## src/rtl/mult_seq_if.sv

```systemverilog
// Operand/result handshake bundle for mult_seq.
// The op_signed wire exists only when MULT_SIGNED_EN is defined.
interface mult_seq_if #(
    parameter int WIDTH = 32
);
    logic                 in_valid;
    logic                 in_ready;
    logic [WIDTH-1:0]     a;
    logic [WIDTH-1:0]     b;
`ifdef MULT_SIGNED_EN
    logic                 op_signed;
`endif
    logic                 out_valid;
    logic                 out_ready;
    logic [2*WIDTH-1:0]   product;
    logic                 busy;

    modport master (
        output in_valid, a, b, out_ready,
`ifdef MULT_SIGNED_EN
        output op_signed,
`endif
        input  in_ready, out_valid, product, busy
    );

    modport slave (
        input  in_valid, a, b, out_ready,
`ifdef MULT_SIGNED_EN
        input  op_signed,
`endif
        output in_ready, out_valid, product, busy
    );
endinterface

```

## src/rtl/mult_seq.sv

```systemverilog
// Sequential shift-add multiplier consuming STEP multiplier bits per cycle.
// Optional two's-complement support is enabled by defining MULT_SIGNED_EN.
module mult_seq #(
    parameter int WIDTH = 32,
    parameter int STEP  = 8
) (
    input  logic       clk,
    input  logic       rst,
    mult_seq_if.slave  bus
);
    localparam int N     = WIDTH / STEP;
    localparam int CNT_W = (N > 1) ? $clog2(N) : 1;

    generate
        if (WIDTH < 2 || STEP < 1 || STEP > WIDTH || (WIDTH % STEP) != 0) begin : g_bad_params
            $error("mult_seq: illegal WIDTH/STEP combination");
        end
    endgenerate

    typedef enum logic [1:0] {IDLE, BUSY, DONE} state_t;

    state_t               r_state;
    state_t               w_next;
    logic [2*WIDTH-1:0]   r_mcand;
    logic [WIDTH-1:0]     r_mplier;
    logic [2*WIDTH-1:0]   r_acc;
    logic [2*WIDTH-1:0]   r_product;
    logic [CNT_W-1:0]     r_cnt;
    logic                 r_neg;

    logic                 w_last;
    logic [2*WIDTH-1:0]   w_partial;
    logic [2*WIDTH-1:0]   w_sum;
    logic [WIDTH-1:0]     w_a_mag;
    logic [WIDTH-1:0]     w_b_mag;
    logic                 w_neg;

`ifdef MULT_SIGNED_EN
    // Signed operands are multiplied as magnitudes; the sign is reapplied when loading DONE.
    always_comb begin
        w_neg   = 1'b0;
        w_a_mag = bus.a;
        w_b_mag = bus.b;
        if (bus.op_signed) begin
            w_neg = bus.a[WIDTH-1] ^ bus.b[WIDTH-1];
            if (bus.a[WIDTH-1]) w_a_mag = -bus.a;
            if (bus.b[WIDTH-1]) w_b_mag = -bus.b;
        end
    end
`else
    assign w_neg   = 1'b0;
    assign w_a_mag = bus.a;
    assign w_b_mag = bus.b;
`endif

    // The multiplicand is pre-shifted each cycle, so no variable shifter is needed.
    assign w_partial = r_mcand * (2*WIDTH)'(r_mplier[STEP-1:0]);
    assign w_sum     = r_acc + w_partial;
    assign w_last    = (r_cnt == CNT_W'(N - 1));

    always_ff @(posedge clk) begin
        if (rst) r_state <= IDLE;
        else     r_state <= w_next;
    end

    // NOTE: every combinational output gets a default first, so no path can infer a latch.
    always_comb begin
        w_next = r_state;
        case (r_state)
            IDLE:    if (bus.in_valid)  w_next = BUSY;
            BUSY:    if (w_last)        w_next = DONE;
            DONE:    if (bus.out_ready) w_next = IDLE;
            default:                    w_next = IDLE;
        endcase
    end

    // NOTE: sequential state uses non-blocking assignments so all registers update from pre-edge values.
    always_ff @(posedge clk) begin
        if (rst) begin
            r_mcand   <= '0;
            r_mplier  <= '0;
            r_acc     <= '0;
            r_product <= '0;
            r_cnt     <= '0;
            r_neg     <= 1'b0;
        end else begin
            case (r_state)
                IDLE: begin
                    if (bus.in_valid) begin
                        r_mcand  <= {{WIDTH{1'b0}}, w_a_mag};
                        r_mplier <= w_b_mag;
                        r_acc    <= '0;
                        r_cnt    <= '0;
                        r_neg    <= w_neg;
                    end
                end
                BUSY: begin
                    r_acc    <= w_sum;
                    r_mcand  <= r_mcand << STEP;
                    r_mplier <= r_mplier >> STEP;
                    r_cnt    <= r_cnt + CNT_W'(1);
                    if (w_last) r_product <= r_neg ? -w_sum : w_sum;
                end
                default: ;
            endcase
        end
    end

    assign bus.in_ready  = (r_state == IDLE);
    assign bus.out_valid = (r_state == DONE);
    assign bus.busy      = (r_state != IDLE);
    assign bus.product   = r_product;
endmodule
```

## src/flat_wrapper.sv

```systemverilog
// flat-port wrapper written by rule: the top's interface ports become plain ports
module mult_seq_flat 
#(
    parameter int WIDTH = 32,
    parameter int STEP  = 8
)
  (clk, rst, bus_in_valid, bus_a, bus_b, bus_out_ready, bus_in_ready, bus_out_valid, bus_product, bus_busy);
  mult_seq_if #(.WIDTH(WIDTH)) bus_i ();
  input  logic clk;
  input  logic rst;
  input wire logic [$bits(bus_i.in_valid)-1:0] bus_in_valid;
  input wire logic [$bits(bus_i.a)-1:0] bus_a;
  input wire logic [$bits(bus_i.b)-1:0] bus_b;
  input wire logic [$bits(bus_i.out_ready)-1:0] bus_out_ready;
  output wire logic [$bits(bus_i.in_ready)-1:0] bus_in_ready;
  output wire logic [$bits(bus_i.out_valid)-1:0] bus_out_valid;
  output wire logic [$bits(bus_i.product)-1:0] bus_product;
  output wire logic [$bits(bus_i.busy)-1:0] bus_busy;
  assign bus_i.in_valid = bus_in_valid;
  assign bus_i.a = bus_a;
  assign bus_i.b = bus_b;
  assign bus_i.out_ready = bus_out_ready;
  assign bus_in_ready = bus_i.in_ready;
  assign bus_out_valid = bus_i.out_valid;
  assign bus_product = bus_i.product;
  assign bus_busy = bus_i.busy;
  mult_seq #(.WIDTH(WIDTH), .STEP(STEP)) u_core (.clk(clk), .rst(rst), .bus(bus_i));
endmodule
```

## config.mk

```make
export PLATFORM = sky130hd
export DESIGN_NAME = mult_seq_flat
export DESIGN_NICKNAME = d
export VERILOG_FILES = /design/src/rtl/mult_seq_if.sv /design/src/rtl/mult_seq.sv /design/src/flat_wrapper.sv
export SDC_FILE = /design/constraint.sdc
export NUM_CORES = 2
export LEC_CHECK = 0
export CAP_MARGIN = 5
export CORE_MARGIN = 2
export CORE_UTILIZATION = 60
export DETAILED_ROUTE_END_ITERATION = 8
export PLACE_DENSITY_LB_ADDON = 0.25
export SLEW_MARGIN = 20
export SYNTH_ARGS = -nofsm -noshare
export SYNTH_HDL_FRONTEND = slang
export SYNTH_SLANG_ARGS = --single-unit
```

## constraint.sdc

```tcl
create_clock -name clk -period 7.6 [get_ports clk]
set_input_delay 1.52 -clock clk [delete_from_list [all_inputs] [get_ports clk]]
set_output_delay 1.52 -clock clk [all_outputs]
set_load 0.02 [all_outputs]
```

* Word level (Yosys, flattened, before mapping) *
Cells that the tools add are included.

cells by class
  add/subtract/negate cells = 2
  multipliers = 1
  div/mod/pow operators = 0
  $lt $le $gt $ge = 0
  equal/unequal tests = 6
  shift operators = 0
  multiplexer cells = 12
  bitwise gates (word level) = 0
  reductions and logical operators = 6

operators by type and width
  cell                   number
  $pmux W64 S2           2
  $mux W64               2
  $add A64 B64 Y64       1
  $mul A64 B8 Y64        1
  $pmux W32 S2           1
  $mux W32               1
  $mux W2                4
  $pmux W2 S3            1
  $eq A2 B2 Y1 const B   2
  $ne A2 B2 Y1 const B   2
  $pmux W2 S2            1
  $reduce_and A2 Y1      2
  $reduce_bool A2 Y1     2
  $reduce_and A3 Y1      1
  $add A2 B1 Y2 const B  1
  $eq A2 B1 Y1 const B   1
  $logic_not A2 Y1       1
  $ne A2 B1 Y1 const B   1

word-level totals
  flip-flop bits (word level) = 228
  latch bits = 0
  memory bits (writable) = 0
  memory bits (read-only) = 0
  input bits = 68
  output and inout bits = 67
  logic and storage cells = 33
  memories = 0

* Longest topological paths before layout *
  word-level depth = 3
  gate-level depth with buffers = 22
  mapped depth without buffers = 20

* Least setup slack after synthesis *
No wires, ideal clock.

  path kind = reg-to-reg
  from = register u_core.r_mplier[0]
  to = register u_core.r_product[54] (netlist: u_core.bus.product[54])
  library setup time = 0.115 ns
  data arrival time = 5.430 ns
  slack = 2.055 ns
  stages on the path, launching flop included = 22
  buffers on the path = 3
  cell sequence = dfxtp_1 > clkbuf_1 > clkbuf_1 > nand2_1 > fa_1 > inv_1 > fa_1 > fa_1 > inv_1 > fa_1 > inv_1 > ha_1 > clkbuf_1 > a21oi_1 > o21ai_0 > or4b_1 > o211a_1 > nor3_2 > a21oi_1 > a41o_1 > xor2_1 > a31o_1

between the ends
  word-level cells in the longest chain between the ends = 2

RTL lines
  element                   line             source
  start: declaration        mult_seq.sv:25   logic [WIDTH-1:0] r_mplier;
  start signal: assignment  mult_seq.sv:91   r_mplier <= w_b_mag;
  start signal: assignment  mult_seq.sv:100  r_mplier <= r_mplier >> STEP;
  $mul A64 B8 Y64           mult_seq.sv:57   assign w_partial = r_mcand * (2*WIDTH)'(r_mplier[STEP-1:0]);
  $add A64 B64 Y64          mult_seq.sv:58   assign w_sum = r_acc + w_partial;
  end signal: assignment    mult_seq.sv:102  if (w_last) r_product <= r_neg ? -w_sum : w_sum;
  end: declaration          mult_seq.sv:27   logic [2*WIDTH-1:0] r_product;

Every way passes these cells.
A chain may end at the register's enable or synchronous reset.

* Worst setup path after layout *
  from = register u_core.r_mplier[1]
  to = register u_core.r_product[55] (netlist: u_core.bus.product[55])

Same word-level chain as after synthesis.

==> summary.txt <==
Critical path
  • CP Buf/Inv Count: 4
  • Critical Path Fanout Max: 35
  • Critical Path End Type: flip-flop
  • CP Cell Sequence: buf_12 > nand2_1 > fa_1 > inv_1 > fa_1 > fa_1 > inv_1 > fa_1 > inv_1 > ha_1 > nand4_1 > nor3_1 > nand2_1 > nor4_1 > a32oi_2 > nand3_2 > nand2_1 > or4_1 > a31oi_1
  • Top Family by Delay on Critical Path: adder cells
  • Kind of critical path: flip-flop to flip-flop
  • Slowest Stage Delay on Critical Path: about 0.83 ns
  • Worst path arrival time: ~7.3 ns
  • CP startpoint kind: flip-flop
  • Critical path data required time: just over 8 ns
  • Crit-path most repeated cell: fa_1
  • Slowest-stage cell, CP: dfxtp_2

Synth
  • Ys flop type: dfxtp_1
  • Avg Inst Size Synth: roughly 8.4 µm²
  • FF+latch count, synth: roughly 230
  • Synthesized net count: ~3,600
  • Post-synth EDFFs: 0
  • Async SR Flop Fraction: 0%
  • Synth unique cells: 77
  • Yosys warns: 0
  • Area share of the largest cell type after synthesis: 32.5%
  • Leading area contributor after synthesis: fa_1
  • Synth top area cells: fa_1, dfxtp_1, and2_1, inv_1, nand2_1
  • Syn Std Cell Area: 25,300 µm²
  • Syn Inst Count: approximately 3,000
  • Sequential area share after synthesis: a little under a fifth

Die
  • Die W: around 210 µm
  • I/O Pins: about 140
  • Die height: ~210 µm
  • Initial Util: between 60% and 70%
  • Die area: 43,800 µm²
  • Cell Rows: 75
  • Core Area: 41,800 µm²

Clocking
  • Root buffer cell: clkbuf_16
  • H-tree depth: 1
  • Num CTS Buffers: 28
  • Hold_buf cts: 0
  • CTS Buffer Depth: 3
  • CTS tree: done
  • Resize count post-CTS: 0
  • Clock sinks: between 200 and 250
  • Clk Latency, worst-skew pair: between 0.6 and 0.7 ns
  • Post-CTS setup buffer count: 0
  • Reg clk slew, reported paths: 0.06 ns

Job
  • Number of max-cap violations: 0

Routing
  • Vias: between 20,000 and 25,000
  • Routed wire length: slightly below 70,000 µm
  • Antenna viol nets, final: 0
  • DRC violations left: 0
  • Drt pass-1 iters: 6
  • Initial drt markers: ~1,700
  • Drt wl/cell: 19.5 µm
  • Vias per cell: between 5 and 6

Worst hold path
  • Worst hold path type: flip-flop to flip-flop

Cells and area
  • Area Growth Syn to Fin: 9.54%
  • Fillers: 3,473
  • Nets: between 3,000 and 4,000
  • Sequential Area: about 4600 µm²
  • # diodes: 0
  • Layout cells sized above 1: under 10%
  • Multi-input gate area: ~18,000 µm²
  • Final Core Density: about two thirds

Outcome
  • Run status: finished, final reports clean

Global routing
  • Vias in the first global route: 21,841
  • Pin count of the biggest net entering global routing: 97
  • Total grt overflow: 0
  • Initial antenna violation count: 0
  • Global-route wire length before repair: around 110,000 µm
  • GRT Util Overall: around a third

Timing
  • Sum Neg Setup Slack: 0 ns
  • Slew HR: between 30% and 40%
  • Final Cycle Share: about 89%
  • Worst Tran Pin Value: just over 1 ns
  • Fmax achieved: ~150 MHz
  • RSZ-0062 raised after global routing: no
  • Fin. max-slew vios: 0
  • Final hold vios: 0
  • Tmin final: between 6 and 7 ns
  • Skew final: approximately 0.042 ns
  • Endpoints failing setup: 0

Placed design
  • Routability Congestion: between 0.9 and 1
  • IO Port Bufs: around 130
  • Post-DP HPWL: 49,700 µm

Pwr
  • Leak: around 13 nW
  • Pwr Density: 152 nW/µm²
  • Design Power: 4.19 mW
  • VDD IR-drop max: around 0.00018 V
[cell usage in the layout, fill, tap and decap left out, types with 6 or more instances in the layout]
| master | n |
|---|---|
| a22oi_1 | 81 |
| or3_1 | 11 |
| clkbuf_8 | 6 |
| a311oi_1 | 49 |
| nor2_1 | 185 |
| o21ai_1 | 9 |
| a31oi_1 | 10 |
| nand2_1 | 403 |
| inv_1 | 483 |
| xnor2_1 | 34 |
| nor2b_1 | 8 |
| a21oi_1 | 124 |
| nor3_1 | 16 |
| buf_4 | 19 |
| o31ai_1 | 10 |
| clkdlybuf4s50_1 | 133 |
| dfxtp_1 | 225 |
| nand3_1 | 25 |
| clkbuf_16 | 28 |
| ha_1 | 74 |
| and2_1 | 336 |
| xor2_1 | 25 |
| o21bai_1 | 13 |
| fa_1 | 410 |
| nand4_1 | 24 |
| o21ai_0 | 46 |
| a22o_1 | 15 |
| and3_1 | 15 |
| a211oi_1 | 7 |
| o211ai_1 | 10 |
| a21o_1 | 31 |
[cells by family after synthesis]
kind of cell,share of synthesized area [%]
mux,0.0396
compound gates,12.5
simple gates,20.7
buf+inv,10.5
xor+xnor,2.05
flops,18.1
fa+ha+maj,36.2
[cell usage after synthesis (5+ instances only)]
library cell / n
inv_1: 483
fa_1: 410
nand2_1: 404
and2_1: 337
dfxtp_1: 228
clkbuf_1: 189
nor2_1: 187
a21oi_1: 124
a22oi_1: 81
ha_1: 74
a311oi_1: 49
o21ai_0: 46
xnor2_1: 34
a21o_1: 31
nand3_1: 25
xor2_1: 25
nand4_1: 24
buf_1: 22
nor3_1: 16
a22o_1: 15
and3_1: 15
o21bai_1: 13
or3_1: 11
a31oi_1: 10
o211ai_1: 10
o31ai_1: 10
nor2b_1: 9
o21ai_1: 9
a211oi_1: 7
buf_2: 6
a21boi_0: 5
a31o_1: 5
nand2b_1: 5
nand3b_1: 5
o21a_1: 5
or2_2: 5
or4_1: 5
[power by group]
part | switching, mW | internal [mW] | leakage (nW) | total (mW)
clock | 0.594 | 0.873 | 0.484 | 1.47
sequential | 0.0956 | 1.25 | 1.85 | 1.35
combinational | 0.885 | 0.495 | 10.6 | 1.38
[per-layer routing]
layer	wire (µm)	vias to the layer above	track usage (%)	share of wire [%]
li1	-	9292	-	-
met1	27600	10336	41.8	40
met2	32800	861	54.2	48
met3	4910	216	4.39	7.1
met4	3430	0	15.8	5.0
met5	0	-	0	0
[worst min-delay path, stage by stage (launching register included)]
cell and delay, ns:
dfxtp_1 0.31, nand2_1 0.05, a21oi_1 0.05
[stage by stage]
stage / hold slack (ns) / worst slack, ns / instance area [µm²] / std cells
5_1_grt: 0.479 / 0.554 / 27700 / 3525
3_5_place_dp: 0.446 / 0.997 / 26700 / 3476
2_1_floorplan: 0.425 / 2.05 / 25300 / 3002
3_3_place_gp: 0.439 / 0.930 / 26700 / 3476
6_report: 0.454 / 0.801 / 27700 / 3525
4_1_cts: 0.458 / 0.889 / 27700 / 3525
[flip-flops by register name, summed over array words and instances, names as in the netlist]
signal,cells
u_core.bus.product,64
u_core.r_acc,64
u_core.r_mcand,64
u_core.r_mplier,32
u_core.r_cnt,2
u_core.r_state,2
[path summary, 6_finish.rpt]
check                                                    startpoint                                  end  slack, ns  cells past startpoint
worst max-delay path                u_core.r_mplier[1]$_SDFFE_PP0P_  u_core.bus.product[55]$_SDFFE_PP0P_       0.80                     19
worst min-delay path            u_core.bus.product[34]$_SDFFE_PP0P_  u_core.bus.product[34]$_SDFFE_PP0P_       0.45                      2
worst min register to register  u_core.bus.product[34]$_SDFFE_PP0P_  u_core.bus.product[34]$_SDFFE_PP0P_       0.45                      2
worst max register to register      u_core.r_mplier[1]$_SDFFE_PP0P_  u_core.bus.product[55]$_SDFFE_PP0P_       0.80                     19
[cell type report]
class                      count  share of cell area [%]
clock inverter                13                   0.760
inverter                     483                    6.55
multi-input combinational   2070                    65.3
tap                          539                    2.44
timing repair buffer         156                    5.59
clock buffer                  36                    2.86
sequential                   228                    16.5
(Power assumes the default switching activity.)
